==> src/rtl/uart_pkg.sv <==
// uart_pkg: shared types and helpers for the 16550-style UART receive path.
//   RX_FIFO_DEPTH - default receive FIFO depth
//   trig_lvl_e    - FCR[7:6] receive trigger level encoding
//   rx_entry_t    - one stored character with its PE/FE/BI flags
//   trig_count()  - trigger level -> entry count (1/4/8/14)
//   char_bits()   - bits per character: start + data + parity + stop
package uart_pkg;

   localparam int unsigned RX_FIFO_DEPTH = 16;

   typedef enum logic [1:0] {
      TRIG_1  = 2'b00,
      TRIG_4  = 2'b01,
      TRIG_8  = 2'b10,
      TRIG_14 = 2'b11
   } trig_lvl_e;

   typedef struct packed {
      logic       bi;
      logic       fe;
      logic       pe;
      logic [7:0] data;
   } rx_entry_t;

   function automatic logic [4:0] trig_count(trig_lvl_e t);
      logic [4:0] n;
      case (t)
         TRIG_1:  n = 5'd1;
         TRIG_4:  n = 5'd4;
         TRIG_8:  n = 5'd8;
         default: n = 5'd14;
      endcase
      return n;
   endfunction

   // 1 start + (5+wls) data + pen parity + (1 or 2) stop = 7 + wls + pen + stb
   function automatic logic [3:0] char_bits(logic [1:0] wls, logic stb, logic pen);
      return 4'd7 + {2'b00, wls} + {3'b000, pen} + {3'b000, stb};
   endfunction

endpackage

==> src/rtl/uart_rx_timeout.sv <==
// uart_rx_timeout: character-timeout counter for the receive FIFO.
//   clk, rst       - clock, synchronous active-low reset
//   baud_pulse     - 16x oversample tick
//   restart        - clears the counter this cycle
//   nonempty       - FIFO holds data (and timeout is enabled)
//   char_bits      - bits per character (7..12)
//   cto_irq        - counter has reached four character times
module uart_rx_timeout (
   input  logic       clk,
   input  logic       rst,
   input  logic       baud_pulse,
   input  logic       restart,
   input  logic       nonempty,
   input  logic [3:0] char_bits,
   output logic       cto_irq
);

   logic [9:0] cnt_q, cnt_d;

   always_comb begin
      cnt_d = cnt_q;
      if (restart)
         cnt_d = '0;
      else if (baud_pulse && (cnt_q != '1))
         cnt_d = cnt_q + 10'd1;
   end

   always_ff @(posedge clk) begin
      if (!rst) cnt_q <= '0;
      else      cnt_q <= cnt_d;
   end

   // 4 char times of 16 ticks each = char_bits * 64
   assign cto_irq = nonempty && (cnt_q >= {char_bits, 6'd0});

endmodule

==> src/rtl/uart_rx_fifo_ctrl.sv <==
// uart_rx_fifo_ctrl: receive FIFO, line status and RX interrupts for a 16550-style UART.
//   clk, rst                 - clock, synchronous active-low reset
//   baud_pulse               - 16x oversample tick
//   push, din, din_pe/fe/bi  - character from receiver core with error flags
//   wls, stb, pen            - line format, used for the character time
//   fifo_en, fifo_clr        - FCR[0], FCR[1] strobe
//   trig_lvl                 - FCR[7:6]
//   pop, lsr_rd              - RBR / LSR read strobes
//   dout, dout_pe/fe/bi      - head entry (zero while empty)
//   dr, full, count          - FIFO status
//   overrun, fifo_err        - LSR OE and LSR bit7
//   rda_irq, cto_irq         - receive-data-available and character-timeout
// Optional: define UART_RX_FIFO_STATS_EN for stat_rx_chars / stat_rx_errs counters.
module uart_rx_fifo_ctrl
   import uart_pkg::*;
#(
   parameter int unsigned DEPTH = RX_FIFO_DEPTH,
   parameter int unsigned CNT_W = $clog2(DEPTH) + 1
) (
   input  logic             clk,
   input  logic             rst,
   input  logic             baud_pulse,
   input  logic             push,
   input  logic [7:0]       din,
   input  logic             din_pe,
   input  logic             din_fe,
   input  logic             din_bi,
   input  logic [1:0]       wls,
   input  logic             stb,
   input  logic             pen,
   input  logic             fifo_en,
   input  logic             fifo_clr,
   input  logic [1:0]       trig_lvl,
   input  logic             pop,
   input  logic             lsr_rd,
   output logic [7:0]       dout,
   output logic             dout_pe,
   output logic             dout_fe,
   output logic             dout_bi,
   output logic             dr,
   output logic             full,
   output logic [CNT_W-1:0] count,
   output logic             overrun,
   output logic             fifo_err,
   output logic             rda_irq,
`ifdef UART_RX_FIFO_STATS_EN
   output logic [15:0]      stat_rx_chars,
   output logic [15:0]      stat_rx_errs,
`endif
   output logic             cto_irq
);

   localparam int unsigned PW = $clog2(DEPTH);

   rx_entry_t        mem_q [DEPTH];
   logic [PW-1:0]    wr_ptr_q, wr_ptr_d, rd_ptr_q, rd_ptr_d;
   logic [CNT_W-1:0] count_q, count_d, err_cnt_q, err_cnt_d;
   logic             overrun_q, overrun_d, rda_q, rda_d, fifo_en_q;
   logic             empty, full_w, flush, pop_acc, push_acc, ovr_evt;
   logic             din_err, head_err, to_nonempty, to_restart;
   logic [CNT_W-1:0] eff_depth, trig_cnt;
   rx_entry_t        din_ent, head;

   assign empty     = (count_q == '0);
   assign eff_depth = fifo_en ? CNT_W'(DEPTH) : CNT_W'(1);
   assign full_w    = (count_q == eff_depth);
   assign trig_cnt  = fifo_en ? CNT_W'(trig_count(trig_lvl_e'(trig_lvl))) : CNT_W'(1);
   // a mode change behaves exactly like an FCR clear
   assign flush     = fifo_clr | (fifo_en ^ fifo_en_q);
   assign pop_acc   = pop & ~empty & ~flush;
   // when full, a simultaneous pop frees the slot being written
   assign push_acc  = push & ~flush & (~full_w | pop_acc);
   assign ovr_evt   = push & ~flush & full_w & ~pop_acc;

   assign din_ent   = '{bi: din_bi, fe: din_fe, pe: din_pe, data: din};
   assign head      = mem_q[rd_ptr_q];
   assign din_err   = din_bi | din_fe | din_pe;
   assign head_err  = head.bi | head.fe | head.pe;

   always_comb begin
      wr_ptr_d  = wr_ptr_q;
      rd_ptr_d  = rd_ptr_q;
      count_d   = count_q;
      err_cnt_d = err_cnt_q;
      if (flush) begin
         wr_ptr_d  = '0;
         rd_ptr_d  = '0;
         count_d   = '0;
         err_cnt_d = '0;
      end else begin
         if (push_acc) wr_ptr_d = wr_ptr_q + PW'(1);
         if (pop_acc)  rd_ptr_d = rd_ptr_q + PW'(1);
         count_d   = count_q + CNT_W'(push_acc) - CNT_W'(pop_acc);
         err_cnt_d = err_cnt_q + CNT_W'(push_acc & din_err) - CNT_W'(pop_acc & head_err);
      end
      // a fresh overrun wins over a clearing LSR read
      overrun_d = ovr_evt | (overrun_q & ~lsr_rd);
      rda_d     = (count_q >= trig_cnt);
   end

   always_ff @(posedge clk) begin
      if (!rst) begin
         wr_ptr_q  <= '0;
         rd_ptr_q  <= '0;
         count_q   <= '0;
         err_cnt_q <= '0;
         overrun_q <= 1'b0;
         rda_q     <= 1'b0;
         fifo_en_q <= fifo_en;
      end else begin
         wr_ptr_q  <= wr_ptr_d;
         rd_ptr_q  <= rd_ptr_d;
         count_q   <= count_d;
         err_cnt_q <= err_cnt_d;
         overrun_q <= overrun_d;
         rda_q     <= rda_d;
         fifo_en_q <= fifo_en;
      end
   end

   always_ff @(posedge clk) begin
      if (push_acc) mem_q[wr_ptr_q] <= din_ent;
   end

   assign to_nonempty = ~empty & fifo_en;
   assign to_restart  = push_acc | pop | flush | ~to_nonempty;

   uart_rx_timeout u_timeout (
      .clk        (clk),
      .rst        (rst),
      .baud_pulse (baud_pulse),
      .restart    (to_restart),
      .nonempty   (to_nonempty),
      .char_bits  (char_bits(wls, stb, pen)),
      .cto_irq    (cto_irq)
   );

`ifdef UART_RX_FIFO_STATS_EN
   logic [15:0] chars_q, errs_q;

   always_ff @(posedge clk) begin
      if (!rst) begin
         chars_q <= '0;
         errs_q  <= '0;
      end else begin
         if (push_acc && (chars_q != '1))
            chars_q <= chars_q + 16'd1;
         if (((push_acc & din_err) | ovr_evt) && (errs_q != '1))
            errs_q <= errs_q + 16'd1;
      end
   end

   assign stat_rx_chars = chars_q;
   assign stat_rx_errs  = errs_q;
`endif

   assign dout     = empty ? '0 : head.data;
   assign dout_pe  = ~empty & head.pe;
   assign dout_fe  = ~empty & head.fe;
   assign dout_bi  = ~empty & head.bi;
   assign dr       = ~empty;
   assign full     = full_w;
   assign count    = count_q;
   assign overrun  = overrun_q;
   assign fifo_err = (err_cnt_q != '0);
   assign rda_irq  = rda_q;

endmodule

==> config.mk <==
export PLATFORM = sky130hd
export DESIGN_NAME = uart_rx_fifo_ctrl
export DESIGN_NICKNAME = d
export VERILOG_FILES = /design/src/rtl/uart_pkg.sv /design/src/rtl/uart_rx_timeout.sv /design/src/rtl/uart_rx_fifo_ctrl.sv
export SDC_FILE = /design/constraint.sdc
export NUM_CORES = 1
export LEC_CHECK = 0
export BUFFER_PORTS_ARGS = -buffer_cell sky130_fd_sc_hd__buf_2
export CAP_MARGIN = 20
export CORE_ASPECT_RATIO = 1.25
export CORE_UTILIZATION = 45
export CTS_CLUSTER_SIZE = 24
export DETAILED_ROUTE_END_ITERATION = 10
export HOLD_SLACK_MARGIN = 0.12
export PLACE_DENSITY_LB_ADDON = 0.12
export SLEW_MARGIN = 0
export SYNTH_ARGS = -nofsm -noshare
export SYNTH_HDL_FRONTEND = slang
export SYNTH_SLANG_ARGS = --single-unit
==> constraint.sdc <==
create_clock -name clk -period 4.12 [get_ports clk]
set_input_delay 0.206 -clock clk [delete_from_list [all_inputs] [get_ports clk]]
set_output_delay 0.206 -clock clk [all_outputs]
set_load 0.05 [all_outputs]
### Yosys cells after proc, flatten, opt, wreduce, memory -nomap -nowiden

Memory sizes are Yosys's and may differ from the RTL's. A register that Yosys moved wholly into a read port is not among the register bits.
Cells that the tools add are included.

* $add $sub $neg: 10
* magnitude comparators: 2
* equal/unequal tests: 4
* multiplexer cells: 8
* bitwise logic cells: 31
* reduce and logical (&&, ||, !) cells: 7

Operators with widths (number)
* 1-bit bitwise AND: 13
* 4-bit one-hot mux with 3 select lines: 1
* 10-bit by 1-bit adder with 10-bit output, second input constant: 1
* 5-bit by 1-bit adder with 5-bit output: 2
* 10-bit >= comparator: 1
* 5-bit two-way mux: 2
* 10-bit inequality test, second input constant: 1
* 1-bit OR: 10
* 5-bit by 1-bit subtractor with 5-bit output: 2
* 4-bit by 1-bit adder with 4-bit output: 2
* 4-bit by 1-bit adder with 4-bit output, second input constant: 2
* 4-bit two-way mux: 2
* 8-bit two-way mux: 1
* 1-bit NOT: 7
* 5-bit == test: 1
* 5-bit >= comparator: 1
* 5-bit zero test: 1
* 5-bit nonzero test: 1
* 3-bit by 2-bit adder with 4-bit output, first input constant: 1
* 2-bit OR reduction: 2
* 2-bit by 1-bit == test with 1-bit output, second input constant: 1
* 2-bit == test, second input constant: 1
* 1-bit logical AND: 2
* 2-bit zero test: 1
* 2 further kinds: 3

* bits in registers: 31
* RAM bits: 176
* output and inout bits: 22
* memories: 1

Memories
* mem_q: words 16, bits a word 11, rd ports 1, clocked after Yosys merged registers in 1, wr ports 1, line uart_rx_fifo_ctrl.sv:55 `rx_entry_t mem_q [DEPTH];`

### Longest topological paths before layout

Gate-level depths: netlist of run 1.

* depth after elaboration: 10
* depth in mapped cells: 17

### Modules after synthesis

A second synthesis of run 1 with hierarchy kept.

* cell total of the unflattened synthesis: 531
* area, all modules: 8883.5 µm²

Modules (own cells, without submodules)
* uart_rx_fifo_ctrl: times used 1, cells each 455, area an instance 8242.9 µm²
* uart_rx_timeout: times used 1, cells each 76, area an instance 640.6 µm²

### Worst setup path after synthesis of run 1

OpenSTA, ideal clock, no wires.

* path type: register -> register
* start point: register count_q[0] (netlist: count[0])
* end point: register err_cnt_q[4]
* data arrival time: 3312 ps
* required time: 4049 ps
* slack: 737 ps
* cell stages (with the launch flop): 15
* cells stage by stage: dfxtp_1 -> and3b_1 -> o211a_1 -> a21oi_1 -> o31ai_1 -> ha_1 -> inv_1 -> ha_1 -> inv_1 -> fa_1 -> inv_1 -> a21oi_1 -> nor2_1 -> or3_1 -> a21oi_1

* elaborated cells between the ends (all ways): 12
* classes of those cells: add/sub: 2; eq/ne: 1; bitwise: 8; reduce/logical: 1

RTL lines
* start: declaration: line uart_rx_fifo_ctrl.sv:57 `logic [CNT_W-1:0] count_q, count_d, err_cnt_q, err_cnt_d;`
* start signal: assignment: line uart_rx_fifo_ctrl.sv:113 `count_q <= count_d;`
* 5-bit == test: line uart_rx_fifo_ctrl.sv:66 `assign full_w = (count_q == eff_depth);`
* via full: line uart_rx_fifo_ctrl.sv:41 `output logic full,`
* 1-bit NOT: line uart_rx_fifo_ctrl.sv:72 `assign push_acc = push & ~flush & (~full_w | pop_acc);`
* 1-bit OR: line uart_rx_fifo_ctrl.sv:72
* 1-bit bitwise AND: line uart_rx_fifo_ctrl.sv:72
* 1-bit bitwise AND: line uart_rx_fifo_ctrl.sv:94 `err_cnt_d = err_cnt_q + CNT_W'(push_acc & din_err) - CNT_W'(pop_acc & head_err);`
* 5-bit by 1-bit adder with 5-bit output: line uart_rx_fifo_ctrl.sv:94
* 5-bit by 1-bit subtractor with 5-bit output: line uart_rx_fifo_ctrl.sv:94
* end signal: assignment: line uart_rx_fifo_ctrl.sv:114 `err_cnt_q <= err_cnt_d;`
* end: declaration: line uart_rx_fifo_ctrl.sv:57

The timed path passes the listed nets, and every way through them passes these cells.
A chain may end at the register's enable or synchronous reset.

==> impl_results.md, run 1 <==
- Status: finished clean
- Worst Setup End Kind: register
- # Post-CTS Setup Buffers: 0
- Core area: roughly 0.019 mm²
- Die width: 127 µm
- Max incr delay on CP: about 540 ps
- Clock Skews: 10.3 ps
- WP data arrival: slightly below 4000 ps
- Post-Syn Nets: 568
- Cell area after synthesis: roughly 0.009 mm²
- Largest net degree at the start of global routing: 25
- Compound-cell area share of the yosys netlist: 0.0269
- Combinational share of power: 0.026
- Largest family of logic cells by synthesized area: multiplexers
- DP Wirelength: approximately 12000 µm
- Number of global-route vias before repair: 4929
- Asr flop ratio synth: 0
- Final hold violations: 0
- Inst Count DP: approximately 830
- Cells along the critical path: buf_4, mux4_2, a22oi_1, nand3_1, o31a_1, ha_1, inv_1, ha_1, inv_1, fa_1, inv_1, a21oi_1, nor2_1, or3_1, a21oi_1
- First-pass GRT wire length: approximately 28000 µm
- Startpoint class of the critical path: register
- Port bufs: 46
- Most area-hungry cell type in the Yosys netlist: edfxtp_1
- Clock slew at reported path FFs: 60 ps
- Sequential area share after synthesis: 0.680
- Internal power: 3.50 mW
- Final Cycle Share: 0.858
- XOR/XNOR Fraction of Synth Area: 0.0209
- CTS sink count: 211
- H-tree depth: 1
- Initial Util: 0.464
- Leakage: 3.53 nW
- Num rows: 56
- GR Overflow Total: 0
- Fmax: 283 MHz
- Post-layout minimum cycle time: 3530 ps
- Initial DRC count: 283
- Initial DRT Pass Iterations: 4
- CTS root buf: clkbuf_16
- Worst-Margin Slew: approximately 820 ps
- RSZ-0062 raised after global routing: no
- CP max-delay cell: mux4_2
- Multi-input logic area: 0.00262 mm²
- Ant. Diodes: 0
- Synthesis Warnings: 0
- Pwr per Cell Area: 423 mW/mm²
- Worst hold path type: input pin to register
- Register area: around 0.006 mm²
- Sw Pwr: 0.858 mW
- Vias per cell: 5.35
- Final Non-Filler Cells: between 800 and 900
- Post-Synth Simple-Gate Area: 0.0617
- Sw frac: 0.197
- Post-synth top area share: 0.600
- Post-synth EDFFs: 176
- CTS Hold Buffers Added: 15
- Synth cell types: 45
- Synth Instances: ~510
- Sequential power share: 0.531
- Largest delay share family, worst path: compound AO/OA/AOI/OAI gates
- Total CTS buffers: 22
- Max VDD drop: 0.351 mV
- Final setup TNS: 0 ps
- RePlAce Congestion: 0.773
- CTS Buffer Depth: 3
- Routed WL per cell: 20.8 µm
- Ports: 47
- Die area: 0.0201 mm²
- Max-cap violation count: 0
- Max FO, Critical Path: 16
- CTS tree: yes
- WP data required: 4540 ps
- # nets final: 660
- Setup violators final: 0
- Gr usage total: 0.191
- DR vias: about 4700
- Die height: 158 µm
- Synth Area per Inst: 17.2 µm²
- CP Class: register to register
- Mux contribution to synthesized area: 0.138
- Initial antenna violation count: 0
- FILL cells: 1505
- FF+latch count, synth: 211
- Worst reg2reg setup slack: approximately 590 ps
- CTS resizes: 0
- Final antenna-violating net count: 0
- Clock group share of total power: 0.443
- Synth Area in Adders: 0.0480
- Top_reg_cell synth: edfxtp_1
- DRC errors left: 0
- Area delta synth->final: 17.2%
- Largest cells by area after synthesis: edfxtp_1, mux4_2, dfxtp_1
- Total power draw: 4.36 mW
- Layout cells sized above 1: 0.260
- Slew Limit Fails: 0
- Drt total wl: 18300 µm
- Slew headroom: 0.455
- CP most frequent cell: inv_1
- Clk_lat worst skew: 500 ps
- Critical path buffer and inverter count: 4
[cell usage in the layout (no fill, tap or decap), types with 4 or more instances in the layout]
cell type / netlist / routed
nand2_1: 14 / 14
and2_1: 11 / 11
mux4_2: 52 / 52
nor3_2: 0 / 4
inv_1: 28 / 28
xor2_1: 11 / 11
a21oi_1: 12 / 12
o21ai_0: 7 / 7
nand3_1: 12 / 12
dfxtp_1: 35 / 34
xnor2_1: 10 / 10
ha_1: 29 / 29
clkbuf_16: 0 / 23
edfxtp_1: 176 / 176
nand2b_1: 5 / 5
dlygate4sd3_1: 0 / 15
buf_4: 0 / 25
clkinv_2: 0 / 5
clkinv_1: 0 / 5
nor2_1: 41 / 41
buf_2: 2 / 46
nor2b_1: 4 / 4
clkbuf_1: 8 / 4
[stage by stage]
step / worst slack, ps / util / hold WS (ps) / area (µm²)
after floorplan: 737 / - / 234 / 8800
after global placement: 597 / 0.498 / 447 / 9460
after detailed placement: 574 / 0.498 / 446 / 9460
after CTS: 535 / 0.543 / 207 / 10300
after global routing: 334 / 0.543 / 246 / 10300
final: 586 / 0.543 / 203 / 10300
[cell type report]
cell class,instances,share of cell area
clock inverter,13,0.0112
inverter,28,0.0102
sequential,211,0.580
clock buffer,27,0.0572
timing repair buffer,86,0.0551
tap,261,0.0317
multi-input combinational,254,0.254
[worst reg2reg max path: stages, from the launching register on]
cell	delay (ps)
dfxtp_2	430
buf_4	360
mux4_2	550
a22oi_1	230
nand3_1	100
o31a_1	290
ha_1	270
inv_1	40
ha_1	180
inv_1	70
fa_1	200
inv_1	50
a21oi_1	140
nor2_1	60
or3_1	340
a21oi_1	140
[cells in the mapped netlist, types with 2 or more instances]
| cell | count |
|---|---|
| and4_1 | 3 |
| clkbuf_1 | 8 |
| nand3_1 | 12 |
| nand4_1 | 3 |
| xor2_1 | 11 |
| edfxtp_1 | 176 |
| dfxtp_1 | 35 |
| ha_1 | 29 |
| inv_1 | 28 |
| nor3_1 | 5 |
| mux4_2 | 52 |
| buf_1 | 3 |
| nand2_1 | 14 |
| a31oi_1 | 3 |
| o21ai_0 | 7 |
| nand2b_1 | 5 |
| a21o_1 | 3 |
| nor2b_1 | 4 |
| a21boi_0 | 3 |
| xnor2_1 | 10 |
| fa_1 | 3 |
| buf_2 | 2 |
| a21oi_1 | 12 |
| buf_6 | 5 |
| and2_1 | 11 |
| nor2_1 | 41 |
| a22oi_1 | 2 |
| mux2i_1 | 2 |
| or3_1 | 3 |
[power by group through the flow]
stage | clock network (mW) | registers (mW) | logic [mW]
floorplan | 0 | 2.37 | 0.0492
global placement | 0 | 2.36 | 0.103
detailed placement | 0 | 2.36 | 0.105
CTS | 1.97 | 2.32 | 0.116
global route | 2.07 | 2.32 | 0.127
finish | 1.93 | 2.32 | 0.113
[path summary, 6_finish.rpt]
path / startpoint / to / cells after the start
worst max register to register: register / err_cnt_q[4]$_SDFF_PP0_ / 15
worst max-delay path: register / err_cnt_q[4]$_SDFF_PP0_ / 15
worst min register to register: rd_ptr_q[3]$_SDFFE_PP0N_ / register / 2
worst min-delay path: pop / rd_ptr_q[0]$_SDFFE_PP0N_ / 4
[sequential cells by signal, summed over array words and instances (netlist names), named ones only]
name             flops
mem_q              176
u_timeout.cnt_q     10
count                5
err_cnt_q            5
rd_ptr_q             4
wr_ptr_q             4
fifo_en_q            1
overrun              1
rda_irq              1
[cells by family (layout without fill, tap and decap cells)]
family / after synthesis / count (layout)
buf+inv: 46 / 154
simple gates: 108 / 108
compound gates: 38 / 38
flops: 211 / 211
xor+xnor: 21 / 21
fa+ha+maj: 32 / 32
mux: 55 / 55
[per-layer routing]
metal,up-vias,track usage,part of all wire
met2,96,0.349,0.53
met3,32,0.0286,0.039
met1,2421,0.235,0.41
met5,-,0,0
li1,2159,-,-
met4,0,0.0573,0.020
No activity file was read; power rests on OpenSTA's default activity.
==> inputs of run 2 (changes only) <==
CELL_PAD_IN_SITES_DETAIL_PLACEMENT = 0   (was default)
CELL_PAD_IN_SITES_GLOBAL_PLACEMENT = 2   (was default)
==> impl_results.md, run 2 (synthesis gave the netlist of run 1 again) <==
- Max FFs per register: 176 (unchanged)
- Ports: 47 (unchanged)
- Setup ws final: 619 ps (+32.9 ps)
- CTS resizes: 0 (unchanged)
- Area delta synth->final: 17.9%
- Slew headroom: 0.447 (-0.00804)
- DP Wirelength: 11600 µm (-1.4%)
- Die width: 127 µm (unchanged)
- CTS root buf: clkbuf_16
- Final setup TNS: 0 ps (unchanged)
- Die height: 158 µm (unchanged)
- Slew Limit Fails: 0 (unchanged)
- RSZ-0062 raised after global routing: no
- # nets final: 660 (unchanged)
- Max VDD drop: 0.343 mV (-2.1%)
- Ant. Diodes: 0 (unchanged)
- Port bufs: 46 (unchanged)
- Inst Count DP: 825 (unchanged)
- Layout cells sized above 1: 0.270 (+0.00969)
- Final Non-Filler Cells: 880 (unchanged)
- Leakage: 3.55 nW (+0.69%)
- Largest Register: mem_q
- Post-layout minimum cycle time: 3500 ps (-32.9 ps)
- Final hold violations: 0 (unchanged)
- Routed WL per cell: 20.7 µm (-0.41%)
- First-pass GRT wire length: 28000 µm (-0.25%)
- Final antenna-violating net count: 0 (unchanged)
- Max-cap violation count: 0 (unchanged)
- Initial antenna violation count: 1 (+1)
- Worst-Margin Slew: 828 ps (+12.0 ps)
- CP Class: register to register
- Num rows: 56 (unchanged)
- Max FO, Critical Path: 8 (-8)
- Vias per cell: 5.28 (-1.3%)
- GR Overflow Total: 0 (unchanged)
- Core area: 0.0190 mm² (unchanged)
- CTS tree: yes
- WP data required: 4540 ps (about the same)
- Initial DRC count: 235 (-17%)
- CTS sink count: 211 (unchanged)
- Gr usage total: 0.191 (+0.000211)
- Setup violators final: 0 (unchanged)
- CTS Buffer Depth: 3 (unchanged)
- Largest regs: mem_q: 176 flops, u_timeout.cnt_q: 10 flops
- Pwr per Cell Area: 433 mW/mm² (+2.5%)
- DRC errors left: 0 (unchanged)
- Commonest non-fill, non-tap cells in the layout: edfxtp_1, mux4_2, buf_2, nor2_1, dfxtp_1
- Total power draw: 4.50 mW (+3.1%)
- Largest net degree at the start of global routing: 33 (+32%)
- Initial DRT Pass Iterations: 4 (unchanged)
- Die area: 0.0201 mm² (unchanged)
- Startpoint class of the critical path: register
- Fmax: 286 MHz (+0.94%)
- RePlAce Congestion: 0.711 (-8.1%)
- H-tree depth: 1 (unchanged)
- Drt total wl: 18200 µm (-0.41%)
- Number of global-route vias before repair: 4860 (-1.4%)
- Final Cycle Share: 0.850 (-0.00798)
- Worst hold path type: input pin to register
- Place WS: 559 ps (-14.4 ps)
- Clk_lat worst skew: 500 ps (about the same)
- DR vias: 4647 (-1.3%)
- Commonest non-fill, non-tap cell in the layout: edfxtp_1
- Initial Util: 0.464 (unchanged)
- Clock slew at reported path FFs: 60 ps (about the same)
- Status: finished clean
- WP data arrival: 3920 ps (-30 ps)
- Total CTS buffers: 22 (unchanged)
- Worst Setup End Kind: register
- Clock Skews: 7.81 ps (-2.52 ps)
[run 2: cell count changes in the layout (fill, tap and decap cells not counted), moves of 2 or more]
cell       previous run  this run
bufinv_16             2         4
clkinv_1              5         1
clkbuf_1              4         2
clkinv_2              5         7
[run 2: final timing paths]
check / start / endpoint / slack (ps) / cells after the start
setup / recovery: count[2]$_SDFF_PP0_ / err_cnt_q[4]$_SDFF_PP0_ / 620 / 18
hold / removal: pop / rd_ptr_q[0]$_SDFFE_PP0N_ / 220 / 4
setup reg to reg: count[2]$_SDFF_PP0_ / err_cnt_q[4]$_SDFF_PP0_ / 620 / 18
hold reg to reg: wr_ptr_q[1]$_SDFFE_PP0P_ / wr_ptr_q[1]$_SDFFE_PP0P_ / 520 / 2
[run 2: worst max-delay path: stages, from the launching register on]
cell and delay, ps:
dfxtp_1 390, inv_1 80, ha_1 210, nor4b_2 160, buf_4 160, inv_1 270, nand2_1 220, a21oi_1 300
o31ai_1 140, ha_1 290, inv_1 40, ha_1 180, inv_1 70, fa_1 190, inv_1 50, a21oi_1 130
nor2_1 60, or3_1 340, a21oi_1 140
[run 2: layer usage]
layer / wire length [µm] / GRT usage
met2: 9360 / 0.341
met1: 7480 / 0.236
met3: 746 / 0.0269
met4: 601 / 0.0765
met5: 0 / 0
[run 2: repair_timing]
action | in CTS | in global routing
hold buffers | 15 | 0
hold endpoints to repair | 180 | 0
buffers inserted | 0 | 0
[run 2: where the power goes]
group	leakage (nW)	switching, mW	internal, mW	total (mW)
sequential	1.87	0.00214	2.31	2.32
combinational	1.31	0.0690	0.0444	0.113
clock	0.376	0.797	1.27	2.07
[run 2: cell type report]
| class | instances | area (µm²) |
|---|---|---|
| well taps | 261 | 327 |
| repair buffers | 86 | 568 |
| clock buffers | 25 | 583 |
| flip-flops and latches | 211 | 5990 |
| fillers | 1533 | 8610 |
| clock inverters | 15 | 180 |
| multi-input cells | 254 | 2620 |
| inverters | 28 | 105 |
[run 2: through the flow]
stage,cell area (µm²),utilization,hold WS (ps)
final,10400,0.546,222
after global routing,10400,0.546,252
after CTS,10400,0.546,205
after detailed placement,9460,0.498,454
after global placement,9460,0.498,445
after floorplan,8800,-,234
==> inputs of run 3 (changes only) <==
CORE_UTILIZATION = 41   (was 45)
clock period = 3.14 ns   (was 4.12 ns; I/O delays follow)
==> impl_results.md, run 3 (synthesis gave the netlist of run 1 again) <==
- Status: finished with violations
- Violated checks: negative setup slack
- RSZ-0062 raised after global routing: yes
- CTS Buffer Depth: 3 (unchanged)
- Design area: 0.0106 mm² (+2.7%)
- Sw frac: 0.191 (-0.00180)
- Clock group share of total power: 0.461 (+0.002)
- Slew headroom: 0.475 (+0.0275)
- Ant. Diodes: 0 (unchanged)
- DR vias: 4719 (+1.5%)
- RePlAce Congestion: 0.767 (+7.9%)
- Commonest non-fill, non-tap cell in the layout: edfxtp_1
- R2R depth: 13 (-5)
- Max VDD drop: 0.544 mV (+59%)
- Multi-input logic area: 0.00265 mm² (+1.0%)
- Slew Limit Fails: 0 (unchanged)
- Final hold violations: 0 (unchanged)
- Leakage: 3.69 nW (+3.9%)
- Initial DRT Pass Iterations: 4 (unchanged)
- Worst reg2reg setup slack: -40 ps (-660 ps)
- Clock Skews: 11.2 ps (+3.34 ps)
- Clock slew at reported path FFs: 60 ps (about the same)
- WP data arrival: 3620 ps (-300 ps)
- Gr usage total: 0.176 (-0.0150)
- Routed WL per cell: 20.5 µm (-0.99%)
- Max FFs per register: 176 (unchanged)
- CTS root buf: clkbuf_16
- GR Overflow Total: 0 (unchanged)
- Commonest non-fill, non-tap cells in the layout: edfxtp_1, mux4_2, buf_4, buf_2, nor2_1
- Largest Register: mem_q
- Final antenna-violating net count: 0 (unchanged)
- Pwr per Cell Area: 557 mW/mm² (+29%)
- Max incr delay on CP: 520 ps (+130 ps)
- Area delta synth->final: 21.0%
- Post-layout minimum cycle time: 3180 ps (-320 ps)
- Post-DP Area: 0.00970 mm² (+2.5%)
- Drt total wl: 18800 µm (+3.5%)
- FILL cells: 1762 (+15%)
- DP Wirelength: 12100 µm (+4.1%)
- Hold path cells: 5 (+1)
- Final setup TNS: -52.0 ps (-52.0 ps)
- Setup violators final: 2 (+2)
- Clk_lat worst skew: 500 ps (about the same)
- Met3 usage: 0.0287 (+0.00181)
- Inst Count DP: 862 (+4.5%)
- Die width: 133 µm (+4.7%)
- Final Non-Filler Cells: 920 (+4.5%)
- Largest net degree at the start of global routing: 33 (unchanged)
- Final Cycle Share: 1.01 (+0.163)
- Busiest grt layer: met2
- First-pass GRT wire length: 28800 µm (+2.8%)
- Ports: 47 (unchanged)
- Total CTS buffers: 23 (+4.5%)
- Combinational share of power: 0.026 (about the same)
- Register area: 0.00600 mm² (+0.15%)
- Final Util: 0.508 (-0.0384)
- Worst-Margin Slew: 783 ps (-45.4 ps)
- CP Class: register to register
- WP data required: 3580 ps (-960 ps)
- Initial antenna violation count: 0 (-1)
- H-tree depth: 1 (unchanged)
- Met1 Use GR: 0.215 (-0.0201)
- Die area: 0.0221 mm² (+9.6%)
- WHS: 183 ps (-38.9 ps)
- CTS tree: yes
- Worst hold path type: input pin to register
- Sequential power share: 0.513 (-0.002)
- GRT met2 Usage: 0.322 (-0.0196)
- Initial DRC count: 209 (-11%)
- DRC errors left: 0 (unchanged)
- # nets final: 687 (+4.1%)
- Vias per cell: 5.13 (-2.9%)
- CP max-delay cell: mux4_2
- Worst Setup End Kind: register
- Initial Util: 0.420 (-0.0437)
- Setup ws final: -40.9 ps (-660 ps)
- Fmax: 314 MHz (+10%)
- Die height: 166 µm (+4.7%)
- Layout cells sized above 1: 0.314 (+0.0445)
- Port bufs: 46 (unchanged)
- Startpoint class of the critical path: register
- Max FO, Critical Path: 7 (-1)
- Num rows: 59 (+5.4%)
- Largest regs: mem_q: 176 flops, u_timeout.cnt_q: 10 flops
- Sw Pwr: 1.13 mW (+31%)
- Core area: 0.0210 mm² (+10%)
- Number of global-route vias before repair: 4893 (+0.68%)
- Cells along the critical path: mux4_2, mux4_2, o31a_1, ha_1, inv_1, ha_2, inv_2, fa_2, inv_2, a21oi_2, nor2_1, or3_1, a21oi_1
- Max-cap violation count: 0 (unchanged)
- CTS sink count: 211 (unchanged)
- Internal power: 4.80 mW (+32%)
## run 3: changes by cell type in the layout (fill, tap and decap cells not counted), moves of 4 or more
cell,previous run,this run
buf_4,25,48
dfxtp_2,1,5
clkbuf_1,2,7
dfxtp_1,34,29
clkinv_2,7,3
## run 3: worst max-delay path, delay by kind of cell, from the launching register on
| family | cells | cell delay [ps] |
|---|---|---|
| muxes | 2 | 1020 |
| DFF | 1 | 420 |
| AOI/OAI and AO/OA | 3 | 510 |
| adders and majority gates | 3 | 640 |
| buffers and inverters | 3 | 130 |
| and+or+nand+nor | 2 | 400 |
## run 3: routing by layer
layer | part of all wire | wire length, µm
met3 | 0.047 | 879
met5 | 0 | 0
met4 | 0.015 | 285
met2 | 0.54 | 10100
met1 | 0.40 | 7580
## run 3: path summary, 6_finish.rpt
check	from	end
worst max-delay path	register	err_cnt_q[4]$_SDFF_PP0_
worst min-delay path	pop	rd_ptr_q[0]$_SDFFE_PP0N_
worst max register to register	register	err_cnt_q[4]$_SDFF_PP0_
worst min register to register	wr_ptr_q[1]$_SDFFE_PP0P_	wr_ptr_q[1]$_SDFFE_PP0P_
## run 3: stage by stage
| step | setup WS, ps | total power [mW] |
|---|---|---|
| 6_report | -40.9 | 5.93 |
| 5_1_grt | -166 | 6.13 |
| 2_1_floorplan | 0.132 | 3.17 |
| 3_3_place_gp | -183 | 3.24 |
| 3_5_place_dp | -173 | 3.24 |
| 4_1_cts | -50.3 | 6.01 |
## run 3: power groups by stage
stage	Clock (mW)	Combinational (mW)	Sequential, mW
6_report	2.74	0.156	3.04
5_1_grt	2.92	0.172	3.04
4_1_cts	2.81	0.157	3.04
3_5_place_dp	0	0.144	3.10
3_3_place_gp	0	0.139	3.10
2_1_floorplan	0	0.0650	3.10
## run 3: cell type report
class | count | share of cell area
flip-flops and latches | 211 | 0.563
multi-input cells | 254 | 0.249
repair buffers | 112 | 0.0744
clock buffers | 31 | 0.0578
well taps | 274 | 0.0322
clock inverters | 10 | 0.0139
inverters | 28 | 0.00987
## run 3: what timing repair did
action                                  4_1_cts  5_1_grt
endpoints found under the hold margin       180        0
gates resized for setup                       5        4
cloned                                        0        0
endpoints found under the setup margin        8       10
pin swaps                                     6        0
buffers inserted                              1        1
hold buffers                                 15        0
